`config.mk`:
```
export PLATFORM = sky130hd
export DESIGN_NAME = imem_boot_ctrl
export DESIGN_NICKNAME = d
export VERILOG_FILES = /design/src/rtl/imem_boot_ctrl.sv
export SDC_FILE = /design/constraint.sdc
export NUM_CORES = 1
export LEC_CHECK = 0
export ABC_AREA = 1
export ABC_CLOCK_PERIOD_IN_PS = 5850
export CAP_MARGIN = 20
export CELL_PAD_IN_SITES_DETAIL_PLACEMENT = 1
export CELL_PAD_IN_SITES_GLOBAL_PLACEMENT = 1
export CORE_MARGIN = 10
export CORE_UTILIZATION = 33
export DETAILED_ROUTE_END_ITERATION = 10
export PLACE_DENSITY_LB_ADDON = 0.1
export SLEW_MARGIN = 40
export SYNTH_ARGS = -nofsm -noshare
export SYNTH_HDL_FRONTEND = slang
export SYNTH_SLANG_ARGS = --single-unit
```
`constraint.sdc`:
```
create_clock -name clock -period 5.85 [get_ports clock]
set_input_delay 1.4625 -clock clock [delete_from_list [all_inputs] [get_ports clock]]
set_output_delay 1.4625 -clock clock [all_outputs]
set_load 0.01 [all_outputs]
```
`src/rtl/imem_boot_ctrl.sv`:
```
// Boot controller for the RV64 instruction memory: loads a program word-by-word as
// little-endian byte writes, then releases the core and watches its PC for halt/error.
module imem_boot_ctrl #(
    parameter int unsigned ADDR_W    = 14,
    parameter int unsigned MAX_WORDS = 2 ** (ADDR_W - 2)
) (
    input  logic              clock,
    input  logic              reset,
    input  logic              load_valid,
    input  logic [31:0]       load_data,
    input  logic              load_last,
    output logic              load_ready,
    output logic              mem_we,
    output logic [ADDR_W-1:0] mem_addr,
    output logic [7:0]        mem_wdata,
    input  logic [63:0]       program_counter_input,
    output logic              core_run,
    output logic [ADDR_W-2:0] num_instructions,
    output logic              halt,
    output logic [1:0]        error
);

    localparam int unsigned CNT_W  = ADDR_W - 1;
    localparam int unsigned WIDX_W = ADDR_W - 2;
    localparam logic [CNT_W-1:0] MAX_CNT = CNT_W'(MAX_WORDS);

    localparam logic [1:0] ERR_NONE     = 2'd0;
    localparam logic [1:0] ERR_OVERFLOW = 2'd1;
    localparam logic [1:0] ERR_PC_RANGE = 2'd2;
    localparam logic [1:0] ERR_PC_ALIGN = 2'd3;

    typedef enum logic [2:0] {
        S_LOAD,
        S_WRITE0,
        S_WRITE1,
        S_WRITE2,
        S_WRITE3,
        S_RUN,
        S_HALT,
        S_ERR
    } state_t;

    state_t             r_state;
    logic [CNT_W-1:0]   r_count;
    logic [31:0]        r_word;
    logic               r_last;
    logic               r_mem_we;
    logic [ADDR_W-1:0]  r_mem_addr;
    logic [7:0]         r_mem_wdata;
    logic               r_halt;
    logic [1:0]         r_error;

    logic               w_accept;
    logic               w_pc_range_bad;
    logic               w_pc_misaligned;
    logic [CNT_W-1:0]   w_pc_widx;
    logic               w_pc_at_end;
    logic [ADDR_W-1:0]  w_word_base;

    assign w_accept        = load_valid && (r_state == S_LOAD);
    assign w_pc_range_bad  = |program_counter_input[63:ADDR_W];
    assign w_pc_misaligned = |program_counter_input[1:0];
    assign w_pc_widx       = CNT_W'(program_counter_input[ADDR_W-1:2]);
    // RUN is only entered with count >= 1, so count-1 never wraps here
    assign w_pc_at_end     = w_pc_widx >= (r_count - CNT_W'(1));
    assign w_word_base     = ADDR_W'({r_count[WIDX_W-1:0], 2'b00});

    // Sequencer: load handshake, byte write burst, PC monitoring
    always_ff @(posedge clock) begin
        if (reset) begin
            r_state     <= S_LOAD;
            r_count     <= '0;
            r_word      <= '0;
            r_last      <= 1'b0;
            r_mem_we    <= 1'b0;
            r_mem_addr  <= '0;
            r_mem_wdata <= '0;
            r_halt      <= 1'b0;
            r_error     <= ERR_NONE;
        end else begin
            unique case (r_state)
                S_LOAD: begin
                    if (w_accept) begin
                        if (r_count == MAX_CNT) begin
                            r_state <= S_ERR;
                            r_error <= ERR_OVERFLOW;
                        end else begin
                            r_state     <= S_WRITE0;
                            r_word      <= load_data;
                            r_last      <= load_last;
                            r_mem_we    <= 1'b1;
                            r_mem_addr  <= w_word_base;
                            r_mem_wdata <= load_data[7:0];
                        end
                    end
                end
                S_WRITE0: begin
                    r_state     <= S_WRITE1;
                    r_mem_addr  <= w_word_base + ADDR_W'(1);
                    r_mem_wdata <= r_word[15:8];
                end
                S_WRITE1: begin
                    r_state     <= S_WRITE2;
                    r_mem_addr  <= w_word_base + ADDR_W'(2);
                    r_mem_wdata <= r_word[23:16];
                end
                S_WRITE2: begin
                    r_state     <= S_WRITE3;
                    r_mem_addr  <= w_word_base + ADDR_W'(3);
                    r_mem_wdata <= r_word[31:24];
                end
                S_WRITE3: begin
                    r_mem_we <= 1'b0;
                    r_count  <= r_count + CNT_W'(1);
                    r_state  <= r_last ? S_RUN : S_LOAD;
                end
                S_RUN: begin
                    if (w_pc_range_bad) begin
                        r_state <= S_ERR;
                        r_error <= ERR_PC_RANGE;
                    end else if (w_pc_misaligned) begin
                        r_state <= S_ERR;
                        r_error <= ERR_PC_ALIGN;
                    end else if (w_pc_at_end) begin
                        r_state <= S_HALT;
                        r_halt  <= 1'b1;
                    end
                end
                S_HALT:  r_state <= S_HALT;
                S_ERR:   r_state <= S_ERR;
                default: r_state <= S_ERR;
            endcase
        end
    end

    assign load_ready       = (r_state == S_LOAD);
    assign core_run         = (r_state == S_RUN);
    assign mem_we           = r_mem_we;
    assign mem_addr         = r_mem_addr;
    assign mem_wdata        = r_mem_wdata;
    assign num_instructions = r_count;
    assign halt             = r_halt;
    assign error            = r_error;

endmodule

```
==> results.tsv, run 1 <==
metric	value	unit
worst reg-to-reg setup slack	2.99	ns
setup clock skew after layout	0.01169	ns
CTS tree	done	
critical path peak fanout	7	
crit path max-delay cell type	clkdlybuf4s50_1	
Iteration-0 DRC Markers	169	
terminating pin of the worst hold path	mem_wdata[1]$_SDFFE_PP0P_	
final design area excluding fillers	5326	um^2
share of cells above drive strength 1	0.07681	
number of buffer and inverter stages on the critical path	2	
number of antenna violations at the first check in global routing	0	
cells along the critical path	inv_1, nor3_1, clkdlybuf4s50_1	
Highest Clock Rate	272.5	MHz
power density over cell area	223.0	nW/um^2
met3 WL	666	um
CTS Hold Buffers Added	0	
number of buffers inserted during clock tree synthesis	9	
Worst Tran Pin Value	0.7450	ns
placed cell area	5095	um^2
Final TNS setup	0	ns
gp weighted congestion	0.8352	
Routed wire per std cell	16.07	um
met2 WL post-DR	5818	um
via count of the first global-routing pass	4030	
run status	completed	
most instantiated library cell after synthesis	nor2_1	
H-tree depth reported by CTS	3	
synth warn	0	
Worst-Skew Late Latency	0.35	ns
maximum number of pins on one net before global-route repair	38	
number of sinks on the clock net	67	
final count of negative-setup-slack endpoints	0	
Worst Path Class, Setup	reg2out	
Critical Path RT	4.39	ns
worst IR drop on VDD	0.0001188	V
count of pins on the block boundary	141	
Max-slew headroom	0.5028	
standard cell core area	10840	um^2
post-synthesis cell type count	36	
post-synthesis sequential area ratio	0.3683	
synthesized area per cell	6.898	um^2
combined area of all synthesized cells	3642	um^2
maximum cell stage delay along the critical path	0.70	ns
multiplexer area fraction after synthesis	0	
r2r endpoint	halt$_SDFFE_PP0P_	
worst endpoint data arrival time	2.21	ns
met1 wire length	6256	um
# nets final	774	
Die Y	125.1	um
Port-buffer cells	140	
Reg-to-Reg Start	num_instructions[0]$_SDFFE_PP0N_	
Final Cycle Share	0.6273	
proportion of netlist area held by the largest area contributor	0.3683	
largest family of logic cells by synthesized area	simple AND/OR/NAND/NOR gates	
final hold viol count	0	
xor/xnor share of the synthesized area	0.02405	
category of cells accounting for the largest share of critical-path delay	buffers and inverters	
wire length of the first global-routing pass	20810	um
count of mapped cells out of synthesis	528	
worst hold path cell count	2	
ranking of synthesized cells by instance count	108 x nor2_1, 107 x nand2_1, 67 x dfxtp_1	
Worst setup SP type	register	
flop and latch count out of synthesis	67	
Setup crit end kind	output pin	
post-cts sizing count	0	
total iterations of the first detailed-routing run	4	
cell type contributing the most total cell area after synthesis	dfxtp_1	
setup repair after global routing missed its margin	false	
root buffer cell	clkbuf_8	
FFs w/ async S/R, synth	0	
Die Footprint	15640	um^2
compound-cell area share of the yosys netlist	0.1384	
clock-pin slew on the worst setup and hold paths	0.09	ns
Avg Vias per Cell	4.806	
beginning of the worst hold path	mem_wdata[1]$_SDFFE_PP0P_	
Static Leak	2.176	nW
post-CTS setup buffers	0	
total global-route track usage	0.1598	
sum of net half-perimeters after detailed placement	10240	um
number of DRC violations after detailed routing	0	
post-route ant nets	0	
routed wire length	12920	um
cell row count	38	
area share of fa/ha/maj cells after synthesis	0.05153	
Layout Area Growth over Synthesis	46.24	%
Via Count	3864	
Slew Limit Fails	0	
flip-flop cell with the highest count after synthesis	dfxtp_1	
maximum buffer depth of the clock tree	2	
Area contributors post-synth	dfxtp_1 37%, nor2_1 11%, nand2_1 11%	
number of enable flip-flop cells after synthesis	0	
overflow left after global routing	0	
number of maximum-capacitance constraint violations	0	
worst reg-to-reg path cell count	16	
Die Wd	125.1	um
Post-Synthesis Net Count	643	
number of antenna repair diodes	0	
type of the most critical hold path	reg2reg	
simple-gate share of the synthesized area	0.3301	
highest metal used	met4	
initial cell density of the core	0.3360	
final period demand of the worst path	3.670	ns
[power breakdown]
group	switching (W)	internal, W	total (W)
combinational	0.000116	0.000116	0.000232
clock	0.000205	0.000249	0.000454
sequential	0.0000163	0.000485	0.000502
total	0.000338	0.000850	0.00119
[metal layers]
layer  vias to the layer above  global-route usage
met2                       116              0.2626
met1                      1780              0.2035
met4                         0             0.05081
li1                       1951                   -
met5                         -                   0
met3                        17             0.03464
[placed cells by master, fill, tap and decap left out, types with 2 or more instances in the layout]
cell	instances
clkdlybuf4s50_1	140
nor2_1	108
nand2_1	107
dfxtp_1	67
inv_1	44
o21ai_0	41
a21oi_1	32
nand3_1	21
ha_1	15
nand2_2	10
nor3_1	9
xor2_1	9
nand4_1	9
a21oi_2	9
clkbuf_8	9
a22oi_1	5
nor2_2	3
inv_2	3
nor2_4	2
inv_6	2
inv_8	2
bufinv_16	2
[cell type report]
cell class	count	area (um^2)
Fill cell	1371	5514
Multi-Input combinational cell	392	1987
Timing Repair Buffer	141	1409
Sequential cell	67	1341
Inverter	48	182.7
Tap cell	140	175.2
Clock buffer	9	123.9
Clock inverter	7	107.6
[metrics by stage]
stage	hold slack, ns	util	setup WS, ns	instances	power (W)
after floorplan	0.4243	-	3.269	528	0.0006286
after global placement	0.4367	0.4695	2.086	788	0.0007377
after detailed placement	0.4587	0.4700	2.355	788	0.0007462
final	0.4683	0.4913	2.180	804	0.001188
after CTS	0.4709	0.4913	2.118	804	0.001200
after global routing	0.4839	0.4913	1.992	804	0.001244
[cells by family (layout without fill, tap and decap cells)]
group,count (synthesis),in the layout
AOI/OAI and AO/OA,90,90
adders and majority gates,15,15
buffers and inverters,69,205
xor gates and xnor gates,10,10
and+or+nand+nor,277,277
DFF,67,67
[how the worst max path moves through the flow]
stage,startpoint,endpoint,cells after the start
floorplan,program_counter_input[10],halt$_SDFFE_PP0P_,11
global placement,load_valid,r_word[26]$_SDFFE_PP0P_,5
detailed placement,load_valid,r_word[23]$_SDFFE_PP0P_,5
CTS,r_state[2]$_SDFFE_PP0P_,core_run,3
global route,r_state[2]$_SDFFE_PP0P_,core_run,3
finish,r_state[2]$_SDFFE_PP0P_,core_run,3
[flip-flops by register name (all words and copies together) (netlist names)]
signal / cells
num_instructions: 13
mem_wdata: 8
r_state: 3
r_last: 1
r_word: 24
error: 2
mem_addr: 14
halt: 1
mem_we: 1
[worst reg2reg max path: cells and delay by family, from the launching register on]
kind,cells,cell delay [ns]
compound gates,1,0.17
xor+xnor,1,0.28
fa+ha+maj,2,0.52
buf+inv,2,0.22
flops,1,0.37
simple gates,10,1.18
(Power assumes the default switching activity.)
==> inputs of run 2 (changes only) <==
--- a/config.mk
+++ b/config.mk
@@ -6,12 +6,12 @@
 export NUM_CORES = 1
 export LEC_CHECK = 0
 export ABC_AREA = 1
-export ABC_CLOCK_PERIOD_IN_PS = 5850
+export ABC_CLOCK_PERIOD_IN_PS = 3800
 export CAP_MARGIN = 20
 export CELL_PAD_IN_SITES_DETAIL_PLACEMENT = 1
 export CELL_PAD_IN_SITES_GLOBAL_PLACEMENT = 1
 export CORE_MARGIN = 10
-export CORE_UTILIZATION = 33
+export CORE_UTILIZATION = 30
 export DETAILED_ROUTE_END_ITERATION = 10
 export PLACE_DENSITY_LB_ADDON = 0.1
 export SLEW_MARGIN = 40
==> constraint.sdc (replaced) <==
create_clock -name clock -period 3.8 [get_ports clock]
set_input_delay 0.95 -clock clock [delete_from_list [all_inputs] [get_ports clock]]
set_output_delay 0.95 -clock clock [all_outputs]
set_load 0.01 [all_outputs]
==> results.tsv, run 2 (synthesis gave the netlist of run 1 again) <==
metric	value	unit	change
number of DRC violations after detailed routing	0		unchanged
CTS Hold Buffers Added	0		unchanged
via count of the first global-routing pass	3908		-3.0%
Critical Path RT	2.85	ns	-1.54 ns
Worst-Skew Late Latency	0.33	ns	-0.02 ns
root buffer cell	clkbuf_16		
overflow left after global routing	0		unchanged
highest-count cells in the layout ignoring fill and taps	140 x clkdlybuf4s50_1, 108 x nor2_1, 107 x nand2_1, 67 x dfxtp_1, 44 x inv_1		
type of the most critical hold path	reg2reg		
sum of net half-perimeters after detailed placement	10140	um	-1.0%
post-cts sizing count	0		unchanged
final cell count without fillers	812		+1.0%
Die Y	130.2	um	+4.1%
standard cell core area	11960	um^2	+10%
setup repair after global routing missed its margin	false		
final count of negative-setup-slack endpoints	0		unchanged
instance count after placement with tap cells included	796		+1.0%
number of maximum-capacitance constraint violations	0		unchanged
critical path peak fanout	7		unchanged
final hold viol count	0		unchanged
final-layout fill cell count	1526		+11%
Avg Vias per Cell	4.723		-1.7%
Port-buffer cells	140		unchanged
share of cells above drive strength 1	0.07669		-0.0001155
initial cell density of the core	0.3045		-0.03149
portion of total power attributed to combinational logic	0.170		-0.025
cell row count	40		+5.3%
most flop-heavy register	r_word		
relative contribution of sequential cells to total power	0.371		-0.051
Slew Limit Fails	0		unchanged
worst endpoint data arrival time	2.05	ns	-0.16 ns
Layout Area Growth over Synthesis	49.74	%	
wire length of the first global-routing pass	20020	um	-3.8%
Static Leak	2.226	nW	+2.3%
run status	completed		
H-tree depth reported by CTS	3		unchanged
# nets final	775		+0.13%
post-route ant nets	0		unchanged
Internal	0.001570	W	+85%
placed cell area	5111	um^2	+0.32%
total iterations of the first detailed-routing run	4		unchanged
CTS tree	done		
maximum buffer depth of the clock tree	2		unchanged
Highest Clock Rate	333.0	MHz	
maximum number of pins on one net before global-route repair	38		unchanged
routed wire length	12890	um	-0.26%
Worst Tran Pin Value	0.6695	ns	-0.07554 ns
flip-flop count of the largest register, all copies and words added	24		unchanged
proportion of total power due to net switching	0.2484		-0.03594
final design area excluding fillers	5454	um^2	+2.4%
number of sinks on the clock net	67		unchanged
Die Wd	130.2	um	+4.1%
Iteration-0 DRC Markers	108		-36%
post-layout utilization of the core	0.4560		-0.03538
Worst setup SP type	register		
number of buffers inserted during clock tree synthesis	9		unchanged
Worst Path Class, Setup	reg2out		
Clk network pwr share	0.459		+0.076
total global-route track usage	0.1480		-0.01184
number of antenna violations at the first check in global routing	0		unchanged
Die Footprint	16950	um^2	+8.4%
total area of multi-input combinational cells	1987	um^2	unchanged
leading cell type in the layout, fill and taps excluded	clkdlybuf4s50_1		
clock-pin slew on the worst setup and hold paths	0.06	ns	-0.03 ns
Final Cycle Share	0.7904		
Max-slew headroom	0.5520		+0.04926
net load switching power	0.0005187	W	+54%
setup clock skew after layout	0.006163	ns	-0.005529 ns
number of antenna repair diodes	0		unchanged
gp weighted congestion	0.8350		about the same
final period demand of the worst path	3.003	ns	
power density over cell area	382.9	nW/um^2	+72%
post-CTS setup buffers	0		unchanged
Via Count	3835		-0.75%
Final TNS setup	0	ns	unchanged
Setup crit end kind	output pin		
count of pins on the block boundary	141		unchanged
worst IR drop on VDD	0.0001648	V	+39%
combined flip-flop and latch cell area	1341	um^2	unchanged
Routed wire per std cell	15.87	um	-1.2%
[run 2: cell types whose count changed in the layout (fill, tap and decap cells not counted)]
cell | previous run | this run
clkinvlp_4 | 1 | 2
inv_8 | 2 | 0
buf_4 | 1 | 2
clkbuf_16 | 0 | 9
clkinv_4 | 0 | 1
clkbuf_8 | 9 | 0
bufinv_16 | 2 | 3
clkbuf_1 | 0 | 1
inv_6 | 2 | 0
[run 2: per-layer routing]
| layer | GRT usage | share of wire | vias to the layer above |
|---|---|---|---|
| li1 | - | - | 1959 |
| met1 | 0.1873 | 0.47 | 1759 |
| met2 | 0.2352 | 0.44 | 108 |
| met3 | 0.04706 | 0.083 | 9 |
| met4 | 0.04299 | 0.0095 | 0 |
| met5 | 0 | 0 | - |
[run 2: power groups by stage]
stage	registers (W)	logic, W	clock network [W]
floorplan	0.000790	0.000178	0
global placement	0.000789	0.000351	0
detailed placement	0.000790	0.000360	0
CTS	0.000775	0.000362	0.000975
global route	0.000780	0.000398	0.00101
finish	0.000774	0.000356	0.000958
[run 2: layout make-up]
| class | count | area share |
|---|---|---|
| clock inverters | 6 | 0.02088 |
| inverters | 48 | 0.03349 |
| repair buffers | 142 | 0.2597 |
| flip-flops and latches | 67 | 0.2459 |
| multi-input cells | 392 | 0.3643 |
| clock buffers | 10 | 0.04198 |
| well taps | 147 | 0.03372 |
[run 2: through the flow]
step / hold slack, ns / setup slack, ns / total power (W)
3_3_place_gp: 0.4356 / 0.9146 / 0.001140
3_5_place_dp: 0.4470 / 0.9861 / 0.001150
6_report: 0.4532 / 0.7965 / 0.002088
5_1_grt: 0.4800 / 0.6012 / 0.002189
2_1_floorplan: 0.4243 / 1.456 / 0.0009677
4_1_cts: 0.4565 / 0.7621 / 0.002113
[run 2: worst paths after layout]
path                            cells past startpoint                              from  slack (ns)                       to
worst max-delay path                                3           r_state[2]$_SDFFE_PP0P_        0.80                 core_run
worst max register to register                     16  num_instructions[0]$_SDFFE_PP0N_        0.96  r_state[1]$_SDFFE_PP0P_
worst min-delay path                                2           r_word[13]$_SDFFE_PP0P_        0.45  r_word[13]$_SDFFE_PP0P_
worst min register to register                      2           r_word[13]$_SDFFE_PP0P_        0.45  r_word[13]$_SDFFE_PP0P_
[run 2: worst max-delay path: stages (launching register included)]
cell	delay, ns
dfxtp_1	0.45
inv_1	0.16
nor3_1	0.42
clkdlybuf4s50_1	0.69
